`src/rtl/ifetch_unit.sv`:
```
// ifetch_unit: instruction fetch stage in front of the control decoder.
// Owns the PC, issues in-order word fetches to instruction memory, buffers
// returned words in a small prefetch FIFO and hands them to decode with a
// valid/ready handshake. A redirect (pc_sel) reloads the PC, flushes the
// buffered words and squashes responses for requests already in flight.
//
// Build option: define IFETCH_BYPASS_EN to let a response go straight to
// decode in the same cycle when the FIFO is empty and nothing is being
// dropped. Without it every response is written to the FIFO first.

// Run-time checks on the fetch buffer bookkeeping; instantiated by ifetch_unit.
module ifetch_unit_chk #(
  parameter int unsigned CW = 2
) (
  input  logic          clk,
  input  logic          rst_n,
  input  logic          push_i,
  input  logic          pop_i,
  input  logic          full_i,
  input  logic          rsp_valid_i,
  input  logic [CW-1:0] outs_i
);

  // The credit rule must make a write into a full FIFO impossible.
  a_no_overflow: assert property (@(posedge clk) disable iff (!rst_n)
    !(push_i && full_i && !pop_i));

  // Every response must belong to a request that is still counted in flight.
  a_no_orphan_rsp: assert property (@(posedge clk) disable iff (!rst_n)
    !(rsp_valid_i && (outs_i == {CW{1'b0}})));

endmodule

module ifetch_unit #(
  parameter int unsigned     XLEN       = 32,
  parameter logic [XLEN-1:0] RESET_PC   = 32'h0000_0000,
  parameter int unsigned     FIFO_DEPTH = 2
) (
  input  logic            clk,
  input  logic            rst_n,
  input  logic            pc_sel,
  input  logic [XLEN-1:0] pc_target,
  output logic            imem_req_valid,
  input  logic            imem_req_ready,
  output logic [XLEN-1:0] imem_req_addr,
  input  logic            imem_rsp_valid,
  input  logic [XLEN-1:0] imem_rsp_data,
  output logic [XLEN-1:0] instr,
  output logic [XLEN-1:0] instr_pc,
  output logic            instr_valid,
  input  logic            instr_ready,
  output logic            misaligned
);

  // Pointer width, counter width (must hold FIFO_DEPTH itself) and one extra
  // bit so that fifo_count + outstanding cannot overflow before the compare.
  localparam int unsigned PW  = $clog2(FIFO_DEPTH);
  localparam int unsigned CW  = PW + 1;
  localparam int unsigned CW1 = CW + 1;

  localparam logic [CW:0]     DEPTH_C   = CW1'(FIFO_DEPTH);
  localparam logic [CW-1:0]   DEPTH_CW  = CW'(FIFO_DEPTH);
  localparam logic [XLEN-1:0] NOP_INSTR = XLEN'(32'h0000_0013);
  localparam logic [XLEN-1:0] PC_STEP   = XLEN'(32'd4);

  localparam logic [1:0] ST_BOOT  = 2'd0;
  localparam logic [1:0] ST_RUN   = 2'd1;
  localparam logic [1:0] ST_FLUSH = 2'd2;

  // Control state
  logic [1:0]      state_q,   state_d;
  logic [XLEN-1:0] pc_q,      pc_d;
  logic [CW-1:0]   outs_q,    outs_d;
  logic [CW-1:0]   drop_q,    drop_d;

  // Prefetch FIFO: instruction word plus the PC it was fetched from
  logic [XLEN-1:0] fifo_data_q [FIFO_DEPTH];
  logic [XLEN-1:0] fifo_pc_q   [FIFO_DEPTH];
  logic [PW-1:0]   fifo_rd_q,  fifo_rd_d;
  logic [PW-1:0]   fifo_wr_q,  fifo_wr_d;
  logic [CW-1:0]   fifo_cnt_q, fifo_cnt_d;

  // Address queue: PCs of post-redirect requests still waiting for data
  logic [XLEN-1:0] aq_pc_q [FIFO_DEPTH];
  logic [PW-1:0]   aq_rd_q, aq_rd_d;
  logic [PW-1:0]   aq_wr_q, aq_wr_d;

  // Per-cycle qualifiers
  logic fifo_empty_s;
  logic fifo_full_s;
  logic credit_ok_s;
  logic req_valid_s;
  logic req_fire_s;
  logic drop_busy_s;
  logic rsp_keep_s;
  logic bypass_s;
  logic valid_s;
  logic pop_s;
  logic push_s;
  logic [CW-1:0] outs_next_s;

  // Handshake qualifiers and routing of this cycle's response.
  always_comb begin
    fifo_empty_s = (fifo_cnt_q == {CW{1'b0}});
    fifo_full_s  = (fifo_cnt_q == DEPTH_CW);
    // Buffered plus in-flight words may never exceed the FIFO size, so
    // every response is guaranteed a slot.
    credit_ok_s  = (({1'b0, fifo_cnt_q} + {1'b0, outs_q}) < DEPTH_C);
    req_valid_s  = rst_n & (state_q != ST_BOOT) & ~pc_sel & credit_ok_s;
    req_fire_s   = req_valid_s & imem_req_ready;
    drop_busy_s  = (drop_q != {CW{1'b0}});
    // A response landing in a redirect cycle is wrong-path and discarded.
    rsp_keep_s   = imem_rsp_valid & ~drop_busy_s & ~pc_sel;
`ifdef IFETCH_BYPASS_EN
    bypass_s     = rst_n & rsp_keep_s & fifo_empty_s;
`else
    bypass_s     = 1'b0;
`endif
    valid_s      = ~fifo_empty_s | bypass_s;
    pop_s        = ~fifo_empty_s & instr_ready;
    // A bypassed word taken by decode this cycle never enters the FIFO.
    push_s       = rsp_keep_s & ~(bypass_s & instr_ready);
  end

  // Next PC, in-flight/drop counters and FSM state; redirect wins over all.
  always_comb begin
    outs_next_s = outs_q + {{(CW-1){1'b0}}, req_fire_s}
                         - {{(CW-1){1'b0}}, imem_rsp_valid};
    outs_d      = outs_next_s;
    if (pc_sel) begin
      pc_d    = {pc_target[XLEN-1:2], 2'b00};
      // Everything still in flight after this cycle is wrong-path.
      drop_d  = outs_next_s;
      if (outs_next_s != {CW{1'b0}}) begin
        state_d = ST_FLUSH;
      end else begin
        state_d = ST_RUN;
      end
    end else begin
      if (req_fire_s) begin
        pc_d = pc_q + PC_STEP;
      end else begin
        pc_d = pc_q;
      end
      if (imem_rsp_valid && drop_busy_s) begin
        drop_d = drop_q - {{(CW-1){1'b0}}, 1'b1};
      end else begin
        drop_d = drop_q;
      end
      case (state_q)
        ST_BOOT: state_d = ST_RUN;
        ST_RUN, ST_FLUSH: begin
          if (drop_d != {CW{1'b0}}) begin
            state_d = ST_FLUSH;
          end else begin
            state_d = ST_RUN;
          end
        end
        // Unknown encoding: restart through BOOT, which issues nothing.
        default: state_d = ST_BOOT;
      endcase
    end
  end

  // FIFO and address-queue pointer bookkeeping; a redirect empties both.
  always_comb begin
    if (pc_sel) begin
      fifo_rd_d  = {PW{1'b0}};
      fifo_wr_d  = {PW{1'b0}};
      fifo_cnt_d = {CW{1'b0}};
      aq_rd_d    = {PW{1'b0}};
      aq_wr_d    = {PW{1'b0}};
    end else begin
      if (pop_s) begin
        fifo_rd_d = fifo_rd_q + {{(PW-1){1'b0}}, 1'b1};
      end else begin
        fifo_rd_d = fifo_rd_q;
      end
      if (push_s) begin
        fifo_wr_d = fifo_wr_q + {{(PW-1){1'b0}}, 1'b1};
      end else begin
        fifo_wr_d = fifo_wr_q;
      end
      fifo_cnt_d = fifo_cnt_q + {{(CW-1){1'b0}}, push_s}
                              - {{(CW-1){1'b0}}, pop_s};
      if (req_fire_s) begin
        aq_wr_d = aq_wr_q + {{(PW-1){1'b0}}, 1'b1};
      end else begin
        aq_wr_d = aq_wr_q;
      end
      // Only kept responses consume an address; dropped ones were never
      // recorded after the flush.
      if (rsp_keep_s) begin
        aq_rd_d = aq_rd_q + {{(PW-1){1'b0}}, 1'b1};
      end else begin
        aq_rd_d = aq_rd_q;
      end
    end
  end

  // Decode-facing outputs: FIFO head, bypassed response, or a NOP when idle.
  always_comb begin
    if (!fifo_empty_s) begin
      instr    = fifo_data_q[fifo_rd_q];
      instr_pc = fifo_pc_q[fifo_rd_q];
    end else if (bypass_s) begin
      instr    = imem_rsp_data;
      instr_pc = aq_pc_q[aq_rd_q];
    end else begin
      instr    = NOP_INSTR;
      instr_pc = {XLEN{1'b0}};
    end
  end

  assign instr_valid    = valid_s;
  assign imem_req_valid = req_valid_s;
  assign imem_req_addr  = pc_q;
  assign misaligned     = rst_n & pc_sel & (pc_target[1:0] != 2'b00);

  // Control registers with synchronous active-low reset.
  always_ff @(posedge clk) begin
    if (!rst_n) begin
      state_q    <= ST_BOOT;
      pc_q       <= RESET_PC;
      outs_q     <= {CW{1'b0}};
      drop_q     <= {CW{1'b0}};
      fifo_rd_q  <= {PW{1'b0}};
      fifo_wr_q  <= {PW{1'b0}};
      fifo_cnt_q <= {CW{1'b0}};
      aq_rd_q    <= {PW{1'b0}};
      aq_wr_q    <= {PW{1'b0}};
    end else begin
      state_q    <= state_d;
      pc_q       <= pc_d;
      outs_q     <= outs_d;
      drop_q     <= drop_d;
      fifo_rd_q  <= fifo_rd_d;
      fifo_wr_q  <= fifo_wr_d;
      fifo_cnt_q <= fifo_cnt_d;
      aq_rd_q    <= aq_rd_d;
      aq_wr_q    <= aq_wr_d;
    end
  end

  // FIFO and address-queue storage writes.
  always_ff @(posedge clk) begin
    if (!rst_n) begin
      for (int unsigned i = 0; i < FIFO_DEPTH; i++) begin
        fifo_data_q[i] <= {XLEN{1'b0}};
        fifo_pc_q[i]   <= {XLEN{1'b0}};
        aq_pc_q[i]     <= {XLEN{1'b0}};
      end
    end else begin
      if (push_s) begin
        fifo_data_q[fifo_wr_q] <= imem_rsp_data;
        fifo_pc_q[fifo_wr_q]   <= aq_pc_q[aq_rd_q];
      end
      if (req_fire_s) begin
        aq_pc_q[aq_wr_q] <= pc_q;
      end
    end
  end

  ifetch_unit_chk #(
    .CW (CW)
  ) u_chk (
    .clk         (clk),
    .rst_n       (rst_n),
    .push_i      (push_s),
    .pop_i       (pop_s),
    .full_i      (fifo_full_s),
    .rsp_valid_i (imem_rsp_valid),
    .outs_i      (outs_q)
  );

endmodule
```
`config.mk`:
```
export PLATFORM = sky130hd
export DESIGN_NAME = ifetch_unit
export DESIGN_NICKNAME = d
export VERILOG_FILES = /design/src/rtl/ifetch_unit.sv
export SDC_FILE = /design/constraint.sdc
export NUM_CORES = 1
export LEC_CHECK = 0
export ABC_AREA = 1
export CAP_MARGIN = 5
export CORE_AREA = 3 3 166 168
export DETAILED_ROUTE_END_ITERATION = 16
export DIE_AREA = 0 0 169 171
export GPL_TIMING_DRIVEN = 0
export PLACE_DENSITY = 0.7
export REMOVE_ABC_BUFFERS = 1
export SYNTH_ARGS = -nofsm -noshare
export SYNTH_HDL_FRONTEND = slang
export SYNTH_SLANG_ARGS = --single-unit
```
`constraint.sdc`:
```
create_clock -name clk -period 3.6 [get_ports clk]
set_input_delay 0.54 -clock clk [delete_from_list [all_inputs] [get_ports clk]]
set_output_delay 0.54 -clock clk [all_outputs]
set_load 0.05 [all_outputs]
```
==> flow_metrics.tcl <==
set metrics [dict create \
    status "complete, no violations" \
    path_max_fanout 62 \
    required_ps 3060 \
    p_per_area_mw_per_mm2 473 \
    hold_slack_ps 497 \
    drive_gt1_frac 0.0451 \
    final_max_slew_viol_count 0 \
    synth_compound_area_frac 0.0616 \
    yosysWarningCount 0 \
    via_count 7929 \
    clock_path_buffers 3 \
    tns_ps 0 \
    dr.pass1.iters 5 \
    mostFrequentLayoutCell "nand2_1" \
    rsz0062_at_grt "no" \
    final_area_mm2 0.0132 \
    die_x_um 169 \
    cts_buffers 24 \
    clk_latency_ps 510 \
    synth_area_leaders "edfxtp_1 (53%), nand2_1 (9.7%), nor2_1 (8.5%), dfxtp_1 (8.5%), a21oi_1 (4.1%)" \
    drt-initial-drc-count 552 \
    syn_to_final_growth_pct 26.5 \
    muxShareOfSynthArea 0.0288 \
    drcViolationCount 0 \
    finalSetupViolCount 0 \
    place_area_mm2 0.0124 \
    grt_usage 0.170 \
    max_freq_mhz 296 \
    grt-ovfl-total 0 \
    skew_ps 16.7 \
    h-tree-depth 1 \
    layout_common_cells "nand2_1 (264), nor2_1 (234), edfxtp_1 (184), clkdlybuf4s50_1 (162), inv_1 (104)" \
    die_area_mm2 0.0289 \
    crit_type "flip-flop to output pin" \
    max_cap_violations 0 \
    cts_root_buffer "clkbuf_16" \
    worst_slew_pin_slew_ps 854 \
    dpl.hpwl_um 15900 \
    end_kind "output pin" \
    fp-row-count 59 \
    final-instance-count-excl-fill 1622 \
    wl_per_cell_um 15.4 \
    yosysSeqAreaShare 0.615 \
    routabilityCongestion 0.871 \
    synthAdderAreaFrac 0.0115 \
    cts.sinks 228 \
    syn_area_mm2 0.0104 \
    ir_drop_mv 0.248 \
    synth_top_family_by_area "simple AND/OR/NAND/NOR gates" \
    syn-mean-instance-area_um2 9.24 \
    die_height_um 171 \
    max-slew-margin-rel 0.431 \
    postSynthCellCount 1128 \
    pin_count 169 \
    antennaDiodeCount 0 \
    clk_pin_slew_ps 60 \
    ant_nets 0 \
    grt_max_degree 64 \
    cts_tree "built" \
    arrival_ps 2840 \
    fin_crit_ps 3380 \
    min_path_type "flip-flop to flip-flop" \
    core_area_mm2 0.0261 \
    synth_cell_types 36 \
    cellLeakagePower_nw 4.87 \
    final.period_utilization 0.939 \
    nNetsFinal 1350 \
    viasPerCell 4.89 \
    antenna_found_initial 0 \
    placed_cells 1580 \
    synth_seq_cells 228 \
    hold_viol 0 \
    grt_pass1_vias 7759 \
    synth-simple-area-share 0.213 \
    grt_first_pass_wirelength_um 39800 \
    worstSetupStartpointType "flip-flop" \
    synthXorXnorAreaFrac 0.00756 \
    initial_core_util 0.400 \
    routed_wl_um 25000 \
    synth_top_area_frac 0.530 \
    power.total_mw 6.24 \
    portBuffers 164 \
    synth_top_cell_by_area "edfxtp_1" \
]
-- stage by stage --
stage | utilization | worst slack, ps
after floorplan | - | -803
after global placement | 0.470 | -4500
after detailed placement | 0.476 | -2100
after CTS | 0.506 | 139
after global routing | 0.506 | 35.9
final | 0.506 | 219
-- layout make-up --
cell class | instances | area [um^2]
clock buffers | 30 | 644
clock inverters | 12 | 111
inverters | 108 | 408
well taps | 335 | 419
fillers | 2361 | 12900
multi-input cells | 740 | 3440
repair buffers | 169 | 1760
flip-flops and latches | 228 | 6410
-- layer usage --
metal	vias up	part of all wire	global-route usage
met2	216	0.48	0.289
met3	48	0.053	0.0268
met1	3714	0.45	0.225
met5	-	0	0
met4	0	0.025	0.0519
li1	3951	-	-
-- Yosys cell counts --
| cell type | n |
|---|---|
| nor3_1 | 1 |
| xnor2_1 | 3 |
| nor2_1 | 235 |
| buf_4 | 4 |
| nand2_1 | 269 |
| nand3b_1 | 1 |
| inv_2 | 3 |
| or2_2 | 1 |
| nor2_4 | 1 |
| buf_2 | 4 |
| dfxtp_1 | 44 |
| a22oi_1 | 2 |
| clkbuf_1 | 40 |
| conb_1 | 1 |
| fa_1 | 1 |
| clkbuf_2 | 1 |
| o21ai_0 | 29 |
| xor2_1 | 6 |
| nand4_2 | 1 |
| buf_1 | 3 |
| edfxtp_1 | 184 |
| o22ai_1 | 1 |
| or2_1 | 1 |
| buf_6 | 3 |
| nor2b_1 | 1 |
| mux2i_1 | 30 |
| a31oi_1 | 8 |
| nor2_2 | 1 |
| nand4_1 | 2 |
| nand3_1 | 46 |
| a21oi_1 | 85 |
| clkinv_1 | 1 |
| inv_1 | 104 |
| ha_1 | 8 |
| and2_1 | 2 |
| nand2_2 | 1 |
-- worst max-delay path: stages, from the launching register on --
cell             delay, ps
dfxtp_2                470
inv_4                  540
nand2_1                130
a21oi_1                190
clkdlybuf4s50_1        910
-- path summary, 6_finish.rpt --
path	endpoint	depth (start not counted)	startpoint	slack, ps
setup / recovery	instr_pc[15]	4	flip-flop	220
hold / removal	flip-flop	1	fifo_rd_q	500
setup reg to reg	aq_pc_q[1][24]	8	fifo_cnt_q[0]	600
hold reg to reg	flip-flop	1	fifo_rd_q	500
-- cells by family (layout without fill, tap and decap cells) --
kind of cell             after synthesis  count (layout)
flip-flops                           228             228
other                                  1               4
multiplexers                          30              30
AND/OR/NAND/NOR                      563             563
buffers and inverters                163             319
AO/OA/AOI/OAI                        125             125
XOR/XNOR                               9               9
adder cells (fa/ha/maj)                9               9
-- sequential cells by signal, summed over array words and instances, names as in the netlist, 2 cells and up, named ones only --
name	cells
fifo_data_q	64
aq_pc_q	60
fifo_pc_q	60
imem_req_addr	30
drop_q	2
fifo_cnt_q	2
outs_q	2
state_q	2
-- timing repair --
item | in CTS | in global routing
resized for setup | 12 | 1
gates cloned | 0 | 0
buffers inserted | 0 | 0
setup endpoints to repair | 212 | 30
hold buffers | 0 | 0
-- where the power goes --
group / switching [mW] / internal, mW / total [mW]
Combinational: 0.525 / 0.271 / 0.796
Sequential: 0.0737 / 3.00 / 3.07
Clock: 0.968 / 1.41 / 2.37
Total: 1.57 / 4.68 / 6.24
No activity file was read; power rests on OpenSTA's default activity.
